File: src/rtl/sd_dat_rx.sv
// Host-side 4-bit SD DAT receiver: start-bit detect, nibble deserialisation into
// 32-bit words, per-line CRC16 check, end-bit check, block counting and start timeout.
//
// state        | meaning
// S_IDLE       | not armed; waits for start with a legal configuration
// S_WAIT_START | waiting for all four lines low, bounded by the timeout counter
// S_DATA       | receiving 2*blk_size payload nibbles
// S_CRC        | comparing 16 CRC nibbles against each line's CRC register
// S_END        | checking the end bit and closing out the block
module sd_dat_rx #(
   parameter int TIMEOUT      = 1024,
   parameter int MAX_BLK_SIZE = 2048
) (
   input  logic        CLK,
   input  logic        RESET,
   input  logic        start,
   input  logic        abort,
   input  logic [11:0] blk_size,
   input  logic [15:0] blk_cnt,
   input  logic [3:0]  data_in,
   output logic [31:0] word_out,
   output logic        word_valid,
   input  logic        word_ready,
   output logic        busy,
   output logic [15:0] blocks_done,
   output logic        done,
   output logic        crc_err,
   output logic        end_err,
   output logic        timeout_err,
   output logic        overrun_err,
   output logic        cfg_err
);

   localparam int TW = $clog2(TIMEOUT + 1);
   localparam logic [TW-1:0] TMO_LOAD = TW'(TIMEOUT - 1);

   typedef enum logic [2:0] {S_IDLE, S_WAIT_START, S_DATA, S_CRC, S_END} state_t;

   state_t        state;
   logic [TW-1:0] tmo_cnt;
   logic [12:0]   nib_cnt;
   logic [3:0]    crc_cnt;
   logic [11:0]   blk_size_q;
   logic [15:0]   blk_cnt_q;
   logic [31:0]   word_sr;
   logic [15:0]   crc     [4];
   logic [15:0]   crc_nxt [4];
   logic [3:0]    crc_miss;
   logic [31:0]   word_nxt;
   logic [4:0]    nib_pos;
   logic [12:0]   nib_last;
   logic [15:0]   blocks_inc;
   logic          cfg_bad;

   assign busy       = (state != S_IDLE);
   assign nib_last   = {blk_size_q, 1'b0} - 13'd1;
   assign blocks_inc = blocks_done + 16'd1;
   assign cfg_bad    = (blk_size == 12'd0) || (blk_size[1:0] != 2'b00) ||
                       (32'(blk_size) > MAX_BLK_SIZE) || (blk_cnt == 16'd0);

   // Even nibble of a byte is the high half; bytes land little-endian in the word.
   assign nib_pos = {nib_cnt[2:1], ~nib_cnt[0], 2'b00};

   always_comb begin
      word_nxt = word_sr;
      word_nxt[nib_pos +: 4] = data_in;
      for (int d = 0; d < 4; d++) begin
         crc_miss[d] = crc[d][15] ^ data_in[d];
         crc_nxt[d]  = {crc[d][14:0], 1'b0} ^ (crc_miss[d] ? 16'h1021 : 16'h0000);
      end
   end

   always_ff @(posedge CLK or negedge RESET) begin
      if (!RESET) begin
         state       <= S_IDLE;
         tmo_cnt     <= '0;
         nib_cnt     <= '0;
         crc_cnt     <= '0;
         blk_size_q  <= '0;
         blk_cnt_q   <= '0;
         word_sr     <= '0;
         word_out    <= '0;
         word_valid  <= 1'b0;
         blocks_done <= '0;
         done        <= 1'b0;
         crc_err     <= 1'b0;
         end_err     <= 1'b0;
         timeout_err <= 1'b0;
         overrun_err <= 1'b0;
         cfg_err     <= 1'b0;
         for (int d = 0; d < 4; d++) crc[d] <= '0;
      end else begin
         done <= 1'b0;
         if (word_valid && word_ready) word_valid <= 1'b0;
         if (abort) begin
            state      <= S_IDLE;
            word_valid <= 1'b0;
         end else begin
            case (state)
               S_IDLE: if (start) begin
                  blocks_done <= '0;
                  crc_err     <= 1'b0;
                  end_err     <= 1'b0;
                  timeout_err <= 1'b0;
                  overrun_err <= 1'b0;
                  cfg_err     <= cfg_bad;
                  if (!cfg_bad) begin
                     blk_size_q <= blk_size;
                     blk_cnt_q  <= blk_cnt;
                     tmo_cnt    <= TMO_LOAD;
                     state      <= S_WAIT_START;
                  end
               end
               S_WAIT_START: begin
                  if (data_in == 4'h0) begin
                     nib_cnt <= '0;
                     for (int d = 0; d < 4; d++) crc[d] <= '0;
                     state   <= S_DATA;
                  end else if (data_in != 4'hF) begin
                     end_err <= 1'b1;
                     state   <= S_IDLE;
                  end else if (tmo_cnt == '0) begin
                     timeout_err <= 1'b1;
                     state       <= S_IDLE;
                  end else begin
                     tmo_cnt <= tmo_cnt - 1'b1;
                  end
               end
               S_DATA: begin
                  for (int d = 0; d < 4; d++) crc[d] <= crc_nxt[d];
                  word_sr <= word_nxt;
                  nib_cnt <= nib_cnt + 13'd1;
                  if (nib_cnt[2:0] == 3'd7 && word_valid && !word_ready) begin
                     // Pending word is left in place; only the new one is lost.
                     overrun_err <= 1'b1;
                     state       <= S_IDLE;
                  end else begin
                     if (nib_cnt[2:0] == 3'd7) begin
                        word_out   <= word_nxt;
                        word_valid <= 1'b1;
                     end
                     if (nib_cnt == nib_last) begin
                        crc_cnt <= 4'd15;
                        state   <= S_CRC;
                     end
                  end
               end
               S_CRC: begin
                  if (crc_miss != 4'b0000) crc_err <= 1'b1;
                  for (int d = 0; d < 4; d++) crc[d] <= {crc[d][14:0], 1'b0};
                  if (crc_cnt == 4'd0) state <= S_END;
                  else                 crc_cnt <= crc_cnt - 4'd1;
               end
               S_END: begin
                  if (data_in != 4'hF) begin
                     end_err <= 1'b1;
                     state   <= S_IDLE;
                  end else if (crc_err) begin
                     state <= S_IDLE;
                  end else begin
                     blocks_done <= blocks_inc;
                     if (blocks_inc == blk_cnt_q) begin
                        done  <= 1'b1;
                        state <= S_IDLE;
                     end else begin
                        tmo_cnt <= TMO_LOAD;
                        state   <= S_WAIT_START;
                     end
                  end
               end
               default: state <= S_IDLE;
            endcase
         end
      end
   end

endmodule

File: config.mk
export PLATFORM = sky130hd
export DESIGN_NAME = sd_dat_rx
export DESIGN_NICKNAME = d
export VERILOG_FILES = /design/src/rtl/sd_dat_rx.sv
export SDC_FILE = /design/constraint.sdc
export NUM_CORES = 1
export LEC_CHECK = 0
export ABC_AREA = 1
export CAP_MARGIN = 20
export CORE_MARGIN = 5
export CORE_UTILIZATION = 55
export DETAILED_ROUTE_END_ITERATION = 6
export MAX_ROUTING_LAYER = met4
export PLACE_DENSITY_LB_ADDON = 0.2
export SYNTH_ARGS = -nofsm -noshare
export SYNTH_HDL_FRONTEND = slang
export SYNTH_SLANG_ARGS = --single-unit
export TNS_END_PERCENT = 100
File: constraint.sdc
create_clock -name CLK -period 3.51 [get_ports CLK]
set_clock_uncertainty 0.05 [all_clocks]
set_input_delay 0.5265 -clock CLK [delete_from_list [all_inputs] [get_ports CLK]]
set_output_delay 0.5265 -clock CLK [all_outputs]
set_load 0.05 [all_outputs]
==> reports/summary.txt <==
run status -> finished with violations
failing checks -> hold timing
area grow syn2layout -> 19.7%
cts repair resizes -> 0
sw frac -> 31.1%
post-synthesis area per instance -> 7.94 µm²
RSZ-0062 raised after global routing -> no
multi-input logic area -> 4220 µm²
CP Max Fanout -> 11
total CTS buffers -> 23
wire length of the first global-routing pass -> 41.5 mm
MaxCap Viol Count -> 0
clk buf depth -> 3
vias in the first global route -> 8584
final WL -> 24.7 mm
GRT Total Usage -> 23.5%
DP HPWL -> 16.9 mm
sw power -> 2300 µW
critical path launch point type -> flip-flop
Gate Count Post-Synth -> 1294
number of diodes -> 0
final-report hold violation count -> 12
Flop pwr share -> 42.9%
Mapped Area -> 10300 µm²
CTS tree -> built
DR vias/cell -> 5.39
core area -> 18600 µm²
CTS Sinks -> 210
worst vdd ir -> 0.000457 V
most frequent cells in the layout -> 395 x nand2_1, 210 x dfrtp_1, 155 x inv_1
Setup CP Type -> reg -> out
initial antenna violation count -> 0
worst hold slack -> -36.8 ps
Site Rows -> 50
leak pwr -> 0.00590 µW
Worst-Skew Late Latency -> 520 ps
grt ovf -> 0
share of flip-flops with an asynchronous set or reset -> 100%
I/O Buffers -> 92
slew margin rel. -> 53.1%
Sum Neg Setup Slack -> 0 ps
largest net degree at the start of global routing -> 79
Hold Path Class -> in -> async
DRC -> 0
power share of the clock group -> 36.0%
Final Critical Period -> 3100 ps
H-tree Lvls -> 1
DIE HEIGHT -> 147 µm
critical path data arrival time -> 2520 ps
Die ar. -> 21500 µm²
Slew @ Worst Pin -> 703 ps
max-slew violation count -> 0
#FFs+latches synth -> 210
Final Cycle Share -> 88.2%
Post-synth top flop -> dfrtp_1
ANT nets after route -> 0
initial DRC count -> 694
register area -> 5260 µm²
internal power -> 5090 µW
I/O Pins -> 93
Cell Pwr Density -> 601 nW/µm²
most common cell after layout, fill and taps aside -> nand2_1
Post-CTS Setup Inserts -> 0
cts hold-fix bufs -> 0
Chip Width -> 147 µm
total power -> 7390 µW
Synth cell types -> 42
fmax -> 323 MHz
Filler Cell Count -> 1549
via count -> 8847
Post-synth EDFFs -> 0
final-report setup violation count -> 0
Ys Warns -> 0
Combinational Power Share -> 21.0%
clock slew at reported path FFs -> 60 ps
WL/cell -> 15.0 µm
Initial Util -> 55.3%
share of the yosys chip area belonging to registers -> 51.1%
layout cells sized above 1 -> 6.61%
Nets -> 1435
Syn Nets -> 1339
CTS root buf -> clkbuf_16
R2R Setup Slk -> 850 ps
DR pass1 iterations -> 5
gpl congestion -> 0.872
Crit. End Element -> output pin
CP Data Required Time -> 2930 ps
power by group through the flow:
stage	Clock, µW	Combinational [µW]	Sequential [µW]
finish	2660	1560	3170
global route	2820	1760	3230
CTS	2700	1560	3170
detailed placement	0	1550	3200
global placement	0	1490	3190
floorplan	0	1020	3240
final timing paths:
| check | from | to | depth (start not counted) |
|---|---|---|---|
| setup / recovery | state[0] | busy | 5 |
| hold / removal | RESET | blocks_done[13] | 1 |
| setup reg to reg | state[0] | blk_cnt_q[6] | 13 |
| hold reg to reg | word_out[13] | word_out[13] | 2 |
| max in group asynchronous | RESET | crc[49] | 2 |
| min in group CLK | word_out[13] | word_out[13] | 2 |
registers in the layout, indices dropped and copies added, names as in the netlist, 3 cells and up:
name         cells
blk_size_q      12
nib_cnt         13
tmo_cnt         11
blocks_done     16
crc_cnt          4
crc             64
word_sr         32
word_out        32
state            3
blk_cnt_q       16
through the flow:
stage                     instance area [µm²]  worst slack [ps]  utilization, %  cells
after floorplan                         10300              1200               -   1294
after global placement                  11500               745            61.7   1599
after detailed placement                11500               658            61.7   1599
after CTS                               12300               414            66.2   1641
after global routing                    12300               336            66.2   1641
final                                   12300               414            66.2   1641
critical path, cell delays in order, from the launching register on:
cell	delay, ps
dfrtp_1	580
nor2_1	280
inv_1	140
nor2_4	240
inv_1	70
clkdlybuf4s50_1	700
cell usage after synthesis (2+ instances only):
cell / number / area [µm²]
a21oi_1: 32 / 160
buf_2: 12 / 60.1
buf_6: 4 / 45.0
clkbuf_1: 20 / 75.1
clkinv_1: 2 / 7.51
dfrtp_1: 210 / 5260
ha_1: 8 / 100
inv_1: 155 / 582
inv_2: 8 / 30.0
nand2_1: 395 / 1480
nand3_1: 61 / 305
nand3b_1: 10 / 75.1
nand4_1: 13 / 81.3
nor2_1: 101 / 379
nor2_2: 7 / 43.8
nor2_4: 7 / 78.8
nor3_1: 14 / 70.1
o211ai_1: 6 / 45.0
o21ai_0: 90 / 450
o21ai_1: 35 / 175
o22ai_1: 57 / 357
o31ai_1: 2 / 15.0
or2_2: 4 / 25.0
xnor2_1: 10 / 87.6
xor2_1: 14 / 123
layout make-up:
class	instances	area share [%]
flip-flops and latches	210	42.7
multi-input cells	881	34.3
repair buffers	108	8.69
inverters	166	5.08
clock buffers	27	5.04
well taps	234	2.38
clock inverters	15	1.82
cell families (layout without fill, tap and decap cells):
| family | after synthesis | in the layout | share of synthesized area [%] |
|---|---|---|---|
| and+or+nand+nor | 618 | 618 | 25.4 |
| DFF | 210 | 210 | 51.1 |
| buffers and inverters | 203 | 316 | 7.91 |
| AOI/OAI and AO/OA | 230 | 230 | 12.4 |
| xor gates and xnor gates | 25 | 25 | 2.26 |
| adders and majority gates | 8 | 8 | 0.974 |
metal layers:
layer	wire, µm	vias to the layer above	global-route usage, %
met4	660	0	7.01
met3	1190	53	3.61
met2	11300	258	36.0
li1	-	4373	-
met5	0	-	-
met1	11500	4163	32.8
Note: power is estimated with default switching activity, not from simulation.
